<file path="src/rtl/factorial_engine_if.sv">
// Go/Done handshake bundle between a host FSM and factorial_engine.
//   Go    host -> engine   start request
//   Clr   host -> engine   synchronous abort back to IDLE
//   n     host -> engine   operand, captured when Go is accepted
//   Busy  engine -> host   computation in progress
//   Done  engine -> host   result valid on nF
//   Err   engine -> host   operand rejected or result overflowed
//   nF    engine -> host   n!, zero unless Done
interface factorial_engine_if #(
    parameter int N_WIDTH    = 4,
    parameter int DATA_WIDTH = 32
);
    logic                  Go;
    logic                  Clr;
    logic [N_WIDTH-1:0]    n;
    logic                  Busy;
    logic                  Done;
    logic                  Err;
    logic [DATA_WIDTH-1:0] nF;

    modport master (
        output Go, Clr, n,
        input  Busy, Done, Err, nF
    );

    modport slave (
        input  Go, Clr, n,
        output Busy, Done, Err, nF
    );
endinterface

</file>
<file path="src/rtl/factorial_engine.sv">
// Iterative factorial unit: one multiply per clock, counting the operand
// down to 1 while accumulating the product.
//   CLK    clock, rising edge
//   RST_n  asynchronous active-low reset
//   bus    factorial_engine_if slave (Go, Clr, n in; Busy, Done, Err, nF out)
//
//   state | meaning
//   ------+-----------------------------------------------------------
//   IDLE  | waiting for Go
//   CALC  | multiplying R by CNT, decrementing CNT each cycle
//   DONE  | nF = R holds the result until Clr or a new Go
//   ERR   | n above MAX_N or product overflowed; nF forced to 0
module factorial_engine #(
    parameter int N_WIDTH    = 4,
    parameter int DATA_WIDTH = 32,
    parameter int MAX_N      = 12
) (
    input  logic              CLK,
    input  logic              RST_n,
    factorial_engine_if.slave bus
);

    typedef enum logic [1:0] {
        IDLE = 2'd0,
        CALC = 2'd1,
        DONE = 2'd2,
        ERR  = 2'd3
    } state_t;

    state_t                  state_q, state_d;
    logic [DATA_WIDTH-1:0]   r_q, r_d;
    logic [N_WIDTH-1:0]      cnt_q, cnt_d;
    logic [2*DATA_WIDTH-1:0] prod;
    logic                    n_too_big;

    // Full double-width product so overflow is caught exactly, whatever MAX_N is.
    assign prod = {{DATA_WIDTH{1'b0}}, r_q} *
                  {{(2*DATA_WIDTH-N_WIDTH){1'b0}}, cnt_q};

    assign n_too_big = {{(32-N_WIDTH){1'b0}}, bus.n} > 32'(MAX_N);

    always_ff @(posedge CLK or negedge RST_n) begin
        if (!RST_n) begin
            state_q <= IDLE;
            r_q     <= '0;
            cnt_q   <= '0;
        end else begin
            state_q <= state_d;
            r_q     <= r_d;
            cnt_q   <= cnt_d;
        end
    end

    always_comb begin
        state_d = state_q;
        r_d     = r_q;
        cnt_d   = cnt_q;
        if (bus.Clr) begin
            state_d = IDLE;
        end else begin
            case (state_q)
                CALC: begin
                    if (cnt_q <= N_WIDTH'(1)) begin
                        state_d = DONE;
                    end else if (prod[2*DATA_WIDTH-1:DATA_WIDTH] != '0) begin
                        // R keeps the last good partial product
                        state_d = ERR;
                    end else begin
                        r_d   = prod[DATA_WIDTH-1:0];
                        cnt_d = cnt_q - N_WIDTH'(1);
                    end
                end
                default: begin
                    // IDLE, DONE and ERR all accept a new request directly
                    if (bus.Go) begin
                        if (n_too_big) begin
                            state_d = ERR;
                        end else begin
                            state_d = CALC;
                            cnt_d   = bus.n;
                            r_d     = DATA_WIDTH'(1);
                        end
                    end
                end
            endcase
        end
    end

    always_comb begin
        bus.Busy = (state_q == CALC);
        bus.Done = (state_q == DONE);
        bus.Err  = (state_q == ERR);
        bus.nF   = (state_q == DONE) ? r_q : '0;
    end

endmodule

</file>
<file path="src/flat_wrapper.sv">
// flat-port wrapper written by rule: the top's interface ports become plain ports
module factorial_engine_flat 
#(
    parameter int N_WIDTH    = 4,
    parameter int DATA_WIDTH = 32,
    parameter int MAX_N      = 12
)
  (CLK, RST_n, bus_Go, bus_Clr, bus_n, bus_Busy, bus_Done, bus_Err, bus_nF);
  factorial_engine_if #(.N_WIDTH(N_WIDTH), .DATA_WIDTH(DATA_WIDTH)) bus_i ();
  input  logic CLK;
  input  logic RST_n;
  input wire logic [$bits(bus_i.Go)-1:0] bus_Go;
  input wire logic [$bits(bus_i.Clr)-1:0] bus_Clr;
  input wire logic [$bits(bus_i.n)-1:0] bus_n;
  output wire logic [$bits(bus_i.Busy)-1:0] bus_Busy;
  output wire logic [$bits(bus_i.Done)-1:0] bus_Done;
  output wire logic [$bits(bus_i.Err)-1:0] bus_Err;
  output wire logic [$bits(bus_i.nF)-1:0] bus_nF;
  assign bus_i.Go = bus_Go;
  assign bus_i.Clr = bus_Clr;
  assign bus_i.n = bus_n;
  assign bus_Busy = bus_i.Busy;
  assign bus_Done = bus_i.Done;
  assign bus_Err = bus_i.Err;
  assign bus_nF = bus_i.nF;
  factorial_engine #(.N_WIDTH(N_WIDTH), .DATA_WIDTH(DATA_WIDTH), .MAX_N(MAX_N)) u_core (.CLK(CLK), .RST_n(RST_n), .bus(bus_i));
endmodule
</file>
<file path="config.mk">
export PLATFORM = sky130hd
export DESIGN_NAME = factorial_engine_flat
export DESIGN_NICKNAME = d
export VERILOG_FILES = /design/src/rtl/factorial_engine_if.sv /design/src/rtl/factorial_engine.sv /design/src/flat_wrapper.sv
export SDC_FILE = /design/constraint.sdc
export NUM_CORES = 1
export LEC_CHECK = 0
export CAP_MARGIN = 15
export CORE_MARGIN = 5
export CORE_UTILIZATION = 35
export CTS_CLUSTER_SIZE = 24
export DETAILED_ROUTE_END_ITERATION = 10
export GPL_TIMING_DRIVEN = 0
export PLACE_DENSITY = 0.58
export SYNTH_ARGS = -nofsm -noshare
export SYNTH_HDL_FRONTEND = slang
export SYNTH_SLANG_ARGS = --single-unit
</file>
<file path="constraint.sdc">
create_clock -name CLK -period 10.6 [get_ports CLK]
set_clock_uncertainty 0.2 [all_clocks]
set_input_delay 2.12 -clock CLK [delete_from_list [all_inputs] [get_ports CLK]]
set_output_delay 2.12 -clock CLK [all_outputs]
set_load 0.01 [all_outputs]
</file>
==> flow_metrics.env <==
export IMPL_worstPathRequired_ns=10.63
export IMPL_synth_compound_area_share_pct=17.3
export IMPL_crit_type="flip-flop to flip-flop"
export IMPL_syn_area_sq_mm=0.00615
export IMPL_start_kind="flip-flop"
export IMPL_vdd_ir_drop_max_v=0.0000998
export IMPL_cts_hold_buf=0
export IMPL_nets=920
export IMPL_die_area_sq_mm=0.0203
export IMPL_yosys_area_top_type_share_pct=19.5
export IMPL_io_buffer_count=42
export IMPL_synth_area_leaders="fa_1, dfrtp_1, and2_1"
export IMPL_max_stage_delay_ns=0.52
export IMPL_synth_seq_cells=38
export IMPL_rsz0062_at_grt="no"
export IMPL_finalHoldViolations=0
export IMPL_dr_first_iter_drc_count=305
export IMPL_ant_nets=0
export IMPL_critPathCaptureType="flip-flop"
export IMPL_power_density_mw_per_mm2=216
export IMPL_routed_via_density=5.03
export IMPL_place_gp_congestion=0.831
export IMPL_synthCells=760
export IMPL_hpwl_mm=12.5
export IMPL_die_h_microns=143
export IMPL_dieWidth_microns=143
export IMPL_path_common_cell="clkbuf_1"
export IMPL_critical_path_slowest_cell="fa_1"
export IMPL_vias=5207
export IMPL_synthXorXnorAreaFrac_pct=3.85
export IMPL_wl_mm=15.7
export IMPL_grt_ovfl_total=0
export IMPL_yosysWarnings=0
export IMPL_max_freq_mhz=178
export IMPL_crit_arrival_ns=5.64
export IMPL_grt_pass1_wl_mm=27.3
export IMPL_timing_worst_slew_pin_value_ns=0.744
export IMPL_synth_edff_count=0
export IMPL_period_needed_ns=5.62
export IMPL_synth_mux_area_share_pct=0.163
export IMPL_diodes=0
export IMPL_grt_start_max_net_pins=22
export IMPL_outcome="finished, final reports clean"
export IMPL_io_pins=43
export IMPL_yosys_area_share_simple_pct=23.8
export IMPL_cts_sinks=38
export IMPL_post_place_ws_ns=4.95
export IMPL_finalMaxSlewViolations=0
export IMPL_firstDrtPassIters=4
export IMPL_avgSynthCellArea_sq_um=8.09
export IMPL_post_cts_buffers=0
export IMPL_place_area_sq_mm=0.00687
export IMPL_root_buffer="clkbuf_16"
export IMPL_final_period_utilization_pct=53.0
export IMPL_track_usage_pct=16.4
export IMPL_drv_cap=0
export IMPL_power_leakage_nw=3.42
export IMPL_synthAdderAreaFrac_pct=28.1
export IMPL_grt_pass1_vias=5393
export IMPL_hold_path_class="flip-flop to flip-flop"
export IMPL_cts_htree_levels=2
export IMPL_async_flop_share_pct=100
export IMPL_row_count=48
export IMPL_ys_seq_area_share_pct=15.5
export IMPL_clk_transition_reported_paths_ns=0.06
export IMPL_cts_tree="yes"
export IMPL_cts_buffers=5
export IMPL_grt_antenna_before_repair=1
export IMPL_start_util_pct=35.5
export IMPL_area_growth_syn_to_layout_pct=14.9
export IMPL_setup_viol=0
export IMPL_clk_latency_ns=0.29
export IMPL_synth_top_family_by_area="adder cells"
export IMPL_critPathMaxFanout=10
export IMPL_synth_main_ff_cell="dfrtp_1"
export IMPL_core_area_sq_mm=0.0173
export IMPL_whs_ns=0.347
export IMPL_layout_drive_gt1_share_pct=4.69
export IMPL_synth_distinct_cells=56
export IMPL_final_area_sq_mm=0.00707
export IMPL_synth_nets=870
export IMPL_cts_resized_gates=0
export IMPL_max_slew_margin_pct=50.4
export IMPL_setup_tns_ns=0
export IMPL_crit_path_cell_trace="clkbuf_1, clkbuf_1, and2_1, fa_1, inv_1, fa_1, inv_1, ha_1, clkbuf_1, a21oi_1, o21ai_0, a221oi_1, o211ai_2, mux2i_1, a2111o_1, and4_1, buf_6, o21ai_2, buf_4, a22o_1"
export IMPL_wl_per_cell_microns=15.1
export IMPL_finalWorstSetupSlack_ns=4.98
export IMPL_yosysTopAreaCell="fa_1"
export IMPL_drc=0
export IMPL_ctsLongestPathBuffers=2
==> metrics by stage <==
step                      util, %  std cells  power, mW
final                        40.9       1036       1.52
after global placement       39.6       1027       1.32
after floorplan                 -        760       1.07
after detailed placement     39.7       1028       1.34
after global routing         40.9       1036       1.71
after CTS                    40.9       1036       1.54
==> cell families after synthesis <==
group,after synthesis
AO/OA/AOI/OAI,153
XOR/XNOR,27
adder cells (fa/ha/maj),102
buffers and inverters,168
flip-flops,38
multiplexers,1
AND/OR/NAND/NOR,271
==> placed cells by master (no fill, tap or decap), drive strengths merged, types with 3 or more instances in the layout <==
master	n
nand2b	4
o21ai	22
nor3	7
dfrtp	38
a211oi	7
buf	20
nor2	25
nand2	70
inv	126
a2bb2oi	3
clkbuf	29
ha	42
and3	4
fa	60
clkdlybuf4s50	41
nand3	14
a22o	31
xnor2	13
o31ai	3
o211ai	8
o21a	9
nor2b	4
and2	125
a21o	4
a21oi	39
a31oi	7
and4	4
xor2	14
nand4	10
==> Yosys cell counts, drive strengths merged (2+ instances only) <==
cell type / number
a211oi: 7
a21boi: 2
a21o: 4
a21oi: 39
a22o: 31
a22oi: 2
a2bb2oi: 3
a31o: 2
a31oi: 7
and2: 125
and3: 4
and4: 4
buf: 18
clkbuf: 24
dfrtp: 38
fa: 60
ha: 42
inv: 126
nand2: 70
nand2b: 4
nand3: 14
nand4: 10
nor2: 25
nor2b: 4
nor3: 7
o211ai: 8
o21a: 9
o21ai: 22
o21bai: 2
o221ai: 2
o31ai: 3
or3: 2
xnor2: 13
xor2: 14
==> path summary, 6_finish.rpt <==
path	from	end	slack, ns	depth (start not counted)
worst max-delay path	u_core.cnt_q[2]	u_core.r_q[5]	4.98	20
worst min-delay path	u_core.state_q[0]	u_core.state_q[0]	0.35	1
worst max register to register	u_core.cnt_q[2]	u_core.r_q[5]	4.98	20
worst min register to register	u_core.state_q[0]	u_core.state_q[0]	0.35	1
max in group asynchronous	RST_n	u_core.r_q[16]	8.12	2
min in group asynchronous	RST_n	u_core.state_q[1]	1.59	1
==> cell type report <==
class	instances	area, sq um
Sequential cell	38	951
Tap cell	225	282
Inverter	126	473
Fill cell	1869	10200
Clock inverter	3	68.8
Multi-Input combinational cell	554	4500
Buffer	42	226
Timing Repair Buffer	43	443
Clock buffer	5	125
==> where the power goes <==
group,internal [mW],switching (mW)
Combinational,0.424,0.628
Clock,0.135,0.0657
Sequential,0.195,0.0763
==> registers in the layout, indices dropped and copies added (netlist names) <==
name,flops
u_core.r_q,32
u_core.state_q,2
u_core.cnt_q,4
==> routing by layer <==
metal  global-route usage (%)  wire length (microns)  up-vias
li1                         -                      -     2589
met1                     23.7                   7830     2538
met2                     26.9                   7210       69
met3                     1.71                    448       11
met4                     3.10                    189        0
met5                        0                      0        -
==> worst max-delay path: cells and delay by family, from the launching register on <==
kind                     cells  cell delay (ns)
AO/OA/AOI/OAI                7             1.84
adder cells (fa/ha/maj)      3             1.30
buffers and inverters        7             1.24
flip-flops                   1             0.36
multiplexers                 1             0.16
AND/OR/NAND/NOR              2             0.43
Note: power is estimated with default switching activity, not from simulation.
